==> src/rtl/full_st0_data_buffer_pkg.sv <==
// ----------------------------------------------------------------------------
// full_st0_data_buffer_pkg
// Shared constants, the float_24_8 word type and address helpers for the
// stage-0 data buffer. The buffer geometry defaults come from here.
// Optional build macro used by the buffer: FULL_ST0_BUF_BYPASS_EN.
// ----------------------------------------------------------------------------
package full_st0_data_buffer_pkg;

    localparam int BUF_DATA_WIDTH  = 32;
    localparam int BUF_ROW_BITS    = 3;
    localparam int BUF_COL_BITS    = 3;
    localparam int BUF_ALIGN_DELAY = 10;
    localparam int BUF_ADDR_BITS   = BUF_ROW_BITS + BUF_COL_BITS;
    localparam int BUF_NUM_ROWS    = 2 ** BUF_ROW_BITS;

    // float_24_8: 24-bit mantissa field above an 8-bit exponent field
    typedef struct packed {
        logic [23:0] mantissa;
        logic [7:0]  exponent;
    } float_24_8_t;

    typedef logic [BUF_ADDR_BITS-1:0] addr_t;

    // Row index is the upper part of a {row,col} address
    function automatic logic [BUF_ROW_BITS-1:0] addr_row(input addr_t addr);
        return addr[BUF_ADDR_BITS-1:BUF_COL_BITS];
    endfunction

    // Column index is the lower part of a {row,col} address
    function automatic logic [BUF_COL_BITS-1:0] addr_col(input addr_t addr);
        return addr[BUF_COL_BITS-1:0];
    endfunction

endpackage

==> src/rtl/full_st0_data_buffer_if.sv <==
// ----------------------------------------------------------------------------
// full_st0_data_buffer_if
// Bundle of write, read-control and status signals between the stage-0 FIFO
// controller side (master) and the data buffer (slave).
//   write : data_valid, data_write_addr, data_value
//   read  : data_read_addr, active_normal, load_finish, load_length
//   status: err_clear (in); rd_data, rd_valid, row_full, rows_occupied,
//           overflow_err (out of the buffer)
// ----------------------------------------------------------------------------
interface full_st0_data_buffer_if #(
    parameter int DATA_WIDTH = full_st0_data_buffer_pkg::BUF_DATA_WIDTH,
    parameter int ROW_BITS   = full_st0_data_buffer_pkg::BUF_ROW_BITS,
    parameter int COL_BITS   = full_st0_data_buffer_pkg::BUF_COL_BITS
);
    logic                         data_valid;
    logic [ROW_BITS+COL_BITS-1:0] data_write_addr;
    logic [DATA_WIDTH-1:0]        data_value;
    logic [ROW_BITS+COL_BITS-1:0] data_read_addr;
    logic                         active_normal;
    logic                         load_finish;
    logic [COL_BITS-1:0]          load_length;
    logic                         err_clear;
    logic [DATA_WIDTH-1:0]        rd_data;
    logic                         rd_valid;
    logic [(2**ROW_BITS)-1:0]     row_full;
    logic [ROW_BITS:0]            rows_occupied;
    logic                         overflow_err;

    modport master (
        output data_valid, data_write_addr, data_value, data_read_addr,
               active_normal, load_finish, load_length, err_clear,
        input  rd_data, rd_valid, row_full, rows_occupied, overflow_err
    );

    modport slave (
        input  data_valid, data_write_addr, data_value, data_read_addr,
               active_normal, load_finish, load_length, err_clear,
        output rd_data, rd_valid, row_full, rows_occupied, overflow_err
    );
endinterface

==> src/rtl/full_st0_delay_line.sv <==
// ----------------------------------------------------------------------------
// full_st0_delay_line
// Fixed-depth shift register with asynchronous active-high reset. Shifts on
// every rising clock edge; DEPTH=0 degenerates to a wire.
//   clk, reset : clock / async reset (clears every stage)
//   din        : WIDTH-bit input
//   dout       : din delayed by DEPTH cycles
// ----------------------------------------------------------------------------
module full_st0_delay_line #(
    parameter int DEPTH = 1,
    parameter int WIDTH = 1
) (
    input  logic             clk,
    input  logic             reset,
    input  logic [WIDTH-1:0] din,
    output logic [WIDTH-1:0] dout
);

    generate
        if (DEPTH == 0) begin : g_wire
            assign dout = din;
        end else begin : g_shift
            logic [WIDTH-1:0] stage_q [DEPTH];
            logic [WIDTH-1:0] stage_d [DEPTH];

            // Next value of each stage is its upstream neighbour
            always_comb begin
                stage_d[0] = din;
                for (int i = 1; i < DEPTH; i++) begin
                    stage_d[i] = stage_q[i-1];
                end
            end

            // Stage registers, cleared asynchronously
            always_ff @(posedge clk or posedge reset) begin
                if (reset) begin
                    for (int i = 0; i < DEPTH; i++) begin
                        stage_q[i] <= '0;
                    end
                end else begin
                    for (int i = 0; i < DEPTH; i++) begin
                        stage_q[i] <= stage_d[i];
                    end
                end
            end

            assign dout = stage_q[DEPTH-1];
        end
    endgenerate

endmodule

==> src/rtl/full_st0_data_buffer.sv <==
// ----------------------------------------------------------------------------
// full_st0_data_buffer
// Data memory and read-alignment stage behind the stage-0 FIFO controller.
// Writes land at the controller's write address; reads are pipelined through
// two memory stages plus ALIGN_DELAY stages so rd_data/rd_valid line up with
// the controller's delayed active strobe (2+ALIGN_DELAY cycles). Per-row
// occupancy is tracked and a sticky flag reports writes into undrained rows.
//   clk, reset : clock / async active-high reset (memory is not reset)
//   bus        : full_st0_data_buffer_if.slave (write, read-control, status)
// Build macro FULL_ST0_BUF_BYPASS_EN: when defined, a read of the address
// being written in the same cycle returns the new data (write-first);
// otherwise the old contents are returned (read-first).
// ----------------------------------------------------------------------------
module full_st0_data_buffer
    import full_st0_data_buffer_pkg::*;
#(
    parameter int DATA_WIDTH  = BUF_DATA_WIDTH,
    parameter int ROW_BITS    = BUF_ROW_BITS,
    parameter int COL_BITS    = BUF_COL_BITS,
    parameter int ALIGN_DELAY = BUF_ALIGN_DELAY
) (
    input  logic                        clk,
    input  logic                        reset,
    full_st0_data_buffer_if.slave       bus
);

    localparam int ADDR_BITS = ROW_BITS + COL_BITS;
    localparam int NUM_WORDS = 2 ** ADDR_BITS;
    localparam int NUM_ROWS  = 2 ** ROW_BITS;

    logic [DATA_WIDTH-1:0] mem_q [NUM_WORDS];

    logic [ROW_BITS-1:0]   wr_row_s;
    logic [ROW_BITS-1:0]   rd_row_s;
    logic [COL_BITS-1:0]   wr_col_s;

    logic                  s1_en_d,   s1_en_q;
    logic [DATA_WIDTH-1:0] s1_data_d, s1_data_q;
    logic                  s2_en_d,   s2_en_q;
    logic [DATA_WIDTH-1:0] s2_data_d, s2_data_q;

    logic [DATA_WIDTH:0]   align_out_s;

    logic                  row_set_s;
    logic                  row_clr_s;
    logic                  clr_hits_wr_row_s;
    logic                  ovf_set_s;
    logic [NUM_ROWS-1:0]   row_full_d,      row_full_q;
    logic [ROW_BITS:0]     rows_occupied_d, rows_occupied_q;
    logic                  overflow_err_d,  overflow_err_q;

    assign wr_row_s = bus.data_write_addr[ADDR_BITS-1:COL_BITS];
    assign wr_col_s = bus.data_write_addr[COL_BITS-1:0];
    assign rd_row_s = bus.data_read_addr[ADDR_BITS-1:COL_BITS];

    // Word storage; contents deliberately survive reset
    always_ff @(posedge clk) begin
        if (bus.data_valid) begin
            mem_q[bus.data_write_addr] <= bus.data_value;
        end
    end

    // Read stages: S1 samples the array, S2 zeroes data of disabled slots so
    // every later stage (and rd_data) already carries the valid gating
    always_comb begin
        s1_en_d = bus.active_normal;
`ifdef FULL_ST0_BUF_BYPASS_EN
        if (bus.data_valid && (bus.data_write_addr == bus.data_read_addr)) begin
            s1_data_d = bus.data_value;
        end else begin
            s1_data_d = mem_q[bus.data_read_addr];
        end
`else
        s1_data_d = mem_q[bus.data_read_addr];
`endif
        s2_en_d = s1_en_q;
        if (s1_en_q) begin
            s2_data_d = s1_data_q;
        end else begin
            s2_data_d = '0;
        end
    end

    // S1/S2 registers
    always_ff @(posedge clk or posedge reset) begin
        if (reset) begin
            s1_en_q   <= 1'b0;
            s1_data_q <= '0;
            s2_en_q   <= 1'b0;
            s2_data_q <= '0;
        end else begin
            s1_en_q   <= s1_en_d;
            s1_data_q <= s1_data_d;
            s2_en_q   <= s2_en_d;
            s2_data_q <= s2_data_d;
        end
    end

    full_st0_delay_line #(
        .DEPTH (ALIGN_DELAY),
        .WIDTH (DATA_WIDTH + 1)
    ) u_align (
        .clk   (clk),
        .reset (reset),
        .din   ({s2_en_q, s2_data_q}),
        .dout  (align_out_s)
    );

    // Occupancy: clear applied before set so a same-row set wins; a drain of
    // the written row in the same cycle suppresses the overflow
    always_comb begin
        row_set_s         = bus.data_valid & (wr_col_s == bus.load_length);
        row_clr_s         = bus.active_normal & bus.load_finish;
        clr_hits_wr_row_s = row_clr_s & (rd_row_s == wr_row_s);
        ovf_set_s         = bus.data_valid & row_full_q[wr_row_s] & ~clr_hits_wr_row_s;

        row_full_d = row_full_q;
        if (row_clr_s) begin
            row_full_d[rd_row_s] = 1'b0;
        end else begin
            row_full_d[rd_row_s] = row_full_q[rd_row_s];
        end
        if (row_set_s) begin
            row_full_d[wr_row_s] = 1'b1;
        end else begin
            row_full_d[wr_row_s] = row_full_d[wr_row_s];
        end

        rows_occupied_d = '0;
        for (int i = 0; i < NUM_ROWS; i++) begin
            rows_occupied_d = rows_occupied_d + {{ROW_BITS{1'b0}}, row_full_d[i]};
        end

        if (ovf_set_s) begin
            overflow_err_d = 1'b1;
        end else if (bus.err_clear) begin
            overflow_err_d = 1'b0;
        end else begin
            overflow_err_d = overflow_err_q;
        end
    end

    // Occupancy and error registers
    always_ff @(posedge clk or posedge reset) begin
        if (reset) begin
            row_full_q      <= '0;
            rows_occupied_q <= '0;
            overflow_err_q  <= 1'b0;
        end else begin
            row_full_q      <= row_full_d;
            rows_occupied_q <= rows_occupied_d;
            overflow_err_q  <= overflow_err_d;
        end
    end

    assign bus.rd_valid      = align_out_s[DATA_WIDTH];
    assign bus.rd_data       = align_out_s[DATA_WIDTH-1:0];
    assign bus.row_full      = row_full_q;
    assign bus.rows_occupied = rows_occupied_q;
    assign bus.overflow_err  = overflow_err_q;

endmodule

==> src/flat_wrapper.sv <==
// flat-port wrapper written by rule: the top's interface ports become plain ports
module full_st0_data_buffer_flat import full_st0_data_buffer_pkg::*;
#(
    parameter int DATA_WIDTH  = BUF_DATA_WIDTH,
    parameter int ROW_BITS    = BUF_ROW_BITS,
    parameter int COL_BITS    = BUF_COL_BITS,
    parameter int ALIGN_DELAY = BUF_ALIGN_DELAY
)
  (clk, reset, bus_data_valid, bus_data_write_addr, bus_data_value, bus_data_read_addr, bus_active_normal, bus_load_finish, bus_load_length, bus_err_clear, bus_rd_data, bus_rd_valid, bus_row_full, bus_rows_occupied, bus_overflow_err);
  full_st0_data_buffer_if #(.DATA_WIDTH(DATA_WIDTH), .ROW_BITS(ROW_BITS), .COL_BITS(COL_BITS)) bus_i ();
  input  logic clk;
  input  logic reset;
  input wire logic [$bits(bus_i.data_valid)-1:0] bus_data_valid;
  input wire logic [$bits(bus_i.data_write_addr)-1:0] bus_data_write_addr;
  input wire logic [$bits(bus_i.data_value)-1:0] bus_data_value;
  input wire logic [$bits(bus_i.data_read_addr)-1:0] bus_data_read_addr;
  input wire logic [$bits(bus_i.active_normal)-1:0] bus_active_normal;
  input wire logic [$bits(bus_i.load_finish)-1:0] bus_load_finish;
  input wire logic [$bits(bus_i.load_length)-1:0] bus_load_length;
  input wire logic [$bits(bus_i.err_clear)-1:0] bus_err_clear;
  output wire logic [$bits(bus_i.rd_data)-1:0] bus_rd_data;
  output wire logic [$bits(bus_i.rd_valid)-1:0] bus_rd_valid;
  output wire logic [$bits(bus_i.row_full)-1:0] bus_row_full;
  output wire logic [$bits(bus_i.rows_occupied)-1:0] bus_rows_occupied;
  output wire logic [$bits(bus_i.overflow_err)-1:0] bus_overflow_err;
  assign bus_i.data_valid = bus_data_valid;
  assign bus_i.data_write_addr = bus_data_write_addr;
  assign bus_i.data_value = bus_data_value;
  assign bus_i.data_read_addr = bus_data_read_addr;
  assign bus_i.active_normal = bus_active_normal;
  assign bus_i.load_finish = bus_load_finish;
  assign bus_i.load_length = bus_load_length;
  assign bus_i.err_clear = bus_err_clear;
  assign bus_rd_data = bus_i.rd_data;
  assign bus_rd_valid = bus_i.rd_valid;
  assign bus_row_full = bus_i.row_full;
  assign bus_rows_occupied = bus_i.rows_occupied;
  assign bus_overflow_err = bus_i.overflow_err;
  full_st0_data_buffer #(.DATA_WIDTH(DATA_WIDTH), .ROW_BITS(ROW_BITS), .COL_BITS(COL_BITS), .ALIGN_DELAY(ALIGN_DELAY)) u_core (.clk(clk), .reset(reset), .bus(bus_i));
endmodule
==> config.mk <==
export PLATFORM = sky130hd
export DESIGN_NAME = full_st0_data_buffer_flat
export DESIGN_NICKNAME = d
export VERILOG_FILES = /design/src/rtl/full_st0_data_buffer_pkg.sv /design/src/rtl/full_st0_data_buffer_if.sv /design/src/rtl/full_st0_delay_line.sv /design/src/rtl/full_st0_data_buffer.sv /design/src/flat_wrapper.sv
export SDC_FILE = /design/constraint.sdc
export NUM_CORES = 2
export LEC_CHECK = 0
export CAP_MARGIN = 10
export CORE_AREA = 2 2 477 479
export CTS_CLUSTER_SIZE = 28
export DETAILED_ROUTE_END_ITERATION = 10
export DIE_AREA = 0 0 479 481
export PLACE_DENSITY = 0.61
export SETUP_SLACK_MARGIN = 0.4
export SLEW_MARGIN = 20
export SYNTH_ARGS = -nofsm -noshare
export SYNTH_HDL_FRONTEND = slang
export SYNTH_SLANG_ARGS = --single-unit
==> constraint.sdc <==
create_clock -name clk -period 28.6 [get_ports clk]
set_clock_uncertainty 0.05 [all_clocks]
set_input_delay 2.86 -clock clk [delete_from_list [all_inputs] [get_ports clk]]
set_output_delay 2.86 -clock clk [all_outputs]
set_load 0.05 [all_outputs]
==> impl_metrics.env <==
export IMPL_slew_violations=0
export IMPL_final_cell_mix="2048 x edfxtp_1, 423 x mux2i_1, 409 x dfrtp_1, 375 x mux4_2, 240 x clkbuf_16"
export IMPL_die_h_um=481
export IMPL_htreeDepth=4
export IMPL_period_needed_ps=8050
export IMPL_powerDensity_mw_per_mm2=73.2
export IMPL_post_drt_wl_per_cell_um=31.2
export IMPL_synth_distinct_cells=54
export IMPL_async_flop_share_pct=16.6
export IMPL_grt_max_degree=201
export IMPL_hpwl_um=133000
export IMPL_yosys_area_top_type="edfxtp_1"
export IMPL_reg2reg_depth=15
export IMPL_syn_num_nets=4187
export IMPL_cp_num_buf_inv=6
export IMPL_setup_viol=0
export IMPL_areaGrowthSynthToFinish_pct=14.5
export IMPL_crit_type="in2reg"
export IMPL_cts_root_buf="clkbuf_16"
export IMPL_ys_top_cells_by_area="edfxtp_1 69%, dfrtp_1 11%, mux4_2 9.4%"
export IMPL_p_switching_mw=1.66
export IMPL_cp_start_kind="input pin"
export IMPL_seq_area_frac_synth_pct=80.1
export IMPL_cp_required_ps=29370
export IMPL_status="finished clean"
export IMPL_relSlewSlack_pct=8.65
export IMPL_avgSynthCellArea_um2=21.7
export IMPL_cts_made_buffers=237
export IMPL_regArea_mm2=0.0717
export IMPL_cp_arrival_ps=8820
export IMPL_fp_dieW_um=479
export IMPL_cts_hold_buf=0
export IMPL_fin_crit_sh_pct=28.1
export IMPL_multi_input_area_mm2=0.0173
export IMPL_worst_pin_slew_ps=1360
export IMPL_synth_top_area_share_pct=68.7
export IMPL_gp_congestion=0.873
export IMPL_fin_setup_tns_ps=0
export IMPL_synth_seq_cells=2457
export IMPL_core_area_mm2=0.226
export IMPL_layout_commonest_cell="edfxtp_1"
export IMPL_io_pin_count=99
export IMPL_clkSinkCount=2457
export IMPL_grt_ovfl_total=0
export IMPL_clock_power_share_pct=41.1
export IMPL_crit_fanout=26
export IMPL_cp_depth=16
export IMPL_pwr_share_seq_pct=53.3
export IMPL_cts_clk_slew_worst_paths_ps=70
export IMPL_row_count=175
export IMPL_insertion_delay_ps=890
export IMPL_combPwrFrac_pct=5.5
export IMPL_grt_pass1_vias=43000
export IMPL_grt_pass1_wl_um=333000
export IMPL_antenna_found_initial=40
export IMPL_p_total_mw=7.50
export IMPL_routed_via_density=5.69
export IMPL_cts_setup_buffers=0
export IMPL_hp_class="reg2reg"
export IMPL_drv_cap=0
export IMPL_layout_drive_gt1_share_pct=21.0
export IMPL_cp_end_kind="flip-flop"
export IMPL_syn_inst=4127
export IMPL_first_pass_iters=5
export IMPL_synth_edf_count=2048
export IMPL_ant_nets=0
export IMPL_p_leak_nw=34.8
export IMPL_ys_flop_type="edfxtp_1"
export IMPL_fillerInstances=18700
export IMPL_cts_resized_gates=0
export IMPL_die_area_mm2=0.230
export IMPL_yosysWarnings=0
export IMPL_hold_path_depth=0
export IMPL_fmax_mhz=124
export IMPL_cts_tree="done"
export IMPL_switching_share_pct=22.2
export IMPL_crit_path_top_delay_cell="nand2_1"
export IMPL_port_buffers=98
export IMPL_max_stage_delay_ps=740
export IMPL_wirelength_um=238000
export IMPL_p_int_mw=5.84
export IMPL_nNetsFinal=4453
export IMPL_hold_violations=0
export IMPL_cp_cell_sequence="buf_2, buf_4, nor2b_1, nand2_1, a311o_1, a21oi_2, a22oi_1, ha_1, fa_1, inv_1, fa_1, inv_1, fa_1, inv_1, fa_1, inv_1"
export IMPL_syn_area_mm2=0.0896
export IMPL_start_util_pct=39.7
export IMPL_cts_buffer_depth=3
export IMPL_dr_total_vias=43400
export IMPL_ir_worst_vdd_uv=58.5
export IMPL_grt_setup_unrepaired="no"
export IMPL_track_usage_pct=20.5
export IMPL_drt_iter0_markers=5940
export IMPL_post_route_drc_count=0
export IMPL_cp_top_family="adder cells"
[power groups by stage]
stage	logic [mW]	registers [mW]	clock network, mW
final	0.416	4.00	3.09
after global routing	0.439	4.01	3.28
after CTS	0.417	4.00	3.14
after detailed placement	0.417	4.08	0
after global placement	0.413	4.07	0
after floorplan	0.200	4.09	0
[worst register-to-register path: stages (launching register included)]
cell and delay [ps]:
dfrtp_1 510, and3_1 250, a21oi_1 140, a2bb2oi_1 210, o21ai_0 200, a21oi_2 450, a22oi_1 200, ha_1 330
fa_1 480, inv_1 50, fa_1 480, inv_1 50, fa_1 380, inv_1 100, fa_1 400, inv_1 60
[Yosys cell counts (all sizes together), types with 2 or more instances]
| cell | number |
|---|---|
| a311o | 7 |
| a211oi | 11 |
| o41ai | 5 |
| or3b | 2 |
| o211ai | 2 |
| a21oi | 33 |
| a31oi | 7 |
| or3 | 6 |
| ha | 3 |
| and3 | 2 |
| nand3b | 7 |
| dfrtp | 409 |
| nand4 | 17 |
| and3b | 2 |
| nor2 | 88 |
| nor4 | 3 |
| o22ai | 50 |
| nand2b | 6 |
| edfxtp | 2048 |
| clkbuf | 56 |
| a22o | 10 |
| fa | 4 |
| mux2 | 7 |
| inv | 10 |
| xnor2 | 7 |
| mux2i | 423 |
| a22oi | 140 |
| a211o | 10 |
| o221ai | 7 |
| mux4 | 375 |
| nand3 | 82 |
| o21ai | 14 |
| or2 | 3 |
| nor2b | 13 |
| nand2 | 49 |
| nor3 | 9 |
| and2 | 34 |
| buf | 150 |
| or4 | 7 |
[metrics by stage]
step	hold slack, ps	cells	area [um^2]	setup slack (ps)	utilization, %
finish	252	7621	103000	20550	45.4
global route	261	7610	103000	20440	45.4
CTS	250	7604	102000	20710	45.4
detailed placement	285	7162	94700	19760	41.9
global placement	281	7162	94700	19380	41.9
floorplan	281	4127	89600	14310	-
[layer usage]
| layer | part of all wire (%) | global-route usage (%) | routed length, um | up-vias |
|---|---|---|---|---|
| met5 | 0.058 | 0 | 138 | - |
| met2 | 48 | 32.7 | 113000 | 2090 |
| met3 | 9.0 | 4.43 | 21500 | 376 |
| met1 | 40 | 28.0 | 95000 | 23400 |
| met4 | 3.3 | 7.12 | 7880 | 20 |
| li1 | - | - | - | 17400 |
[cell type report]
type | count | area share (%)
well taps | 3009 | 3.67
repair buffers | 233 | 1.88
clock inverters | 114 | 1.16
diodes | 16 | 0.0390
clock buffers | 328 | 6.41
multi-input cells | 1454 | 16.8
inverters | 10 | 0.0439
flip-flops and latches | 2457 | 70.0
[worst paths after layout]
check	to	slack, ps	start
max in group asynchronous	u_core.u_align.g_shift.stage_d[106]	23460	reset
min in group asynchronous	u_core.u_align.g_shift.stage_d[27]	2560	reset
hold / removal	u_core.u_align.g_shift.stage_d[13]	250	u_core.u_align.g_shift.stage_d[46]
setup / recovery	u_core.bus.rows_occupied[1]	20550	bus_data_read_addr[3]
setup reg to reg	u_core.bus.rows_occupied[1]	24210	u_core.bus.row_full[7]
hold reg to reg	u_core.u_align.g_shift.stage_d[13]	250	u_core.u_align.g_shift.stage_d[46]
[kinds of logic (layout without fill, tap and decap cells)]
family,count (synthesis),after routing,synth area share [%]
AOI/OAI and AO/OA,303,303,2.41
muxes,805,805,14.2
DFF,2457,2457,80.1
adders and majority gates,7,7,0.131
xor gates and xnor gates,7,7,0.0684
buffers and inverters,216,685,1.22
and+or+nand+nor,332,332,1.85
other,0,16,0
[state kept, by name, indices dropped and copies added (netlist names)]
register,count
u_core.s1_data_q,32
u_core.u_align.dout,33
u_core.mem_q,2048
u_core.s1_en_q,1
u_core.s2_en_q,1
u_core.bus.overflow_err,1
u_core.u_align.g_shift.stage_d,297
u_core.s2_data_q,32
u_core.bus.row_full,8
u_core.bus.rows_occupied,4
(Power assumes the default switching activity.)
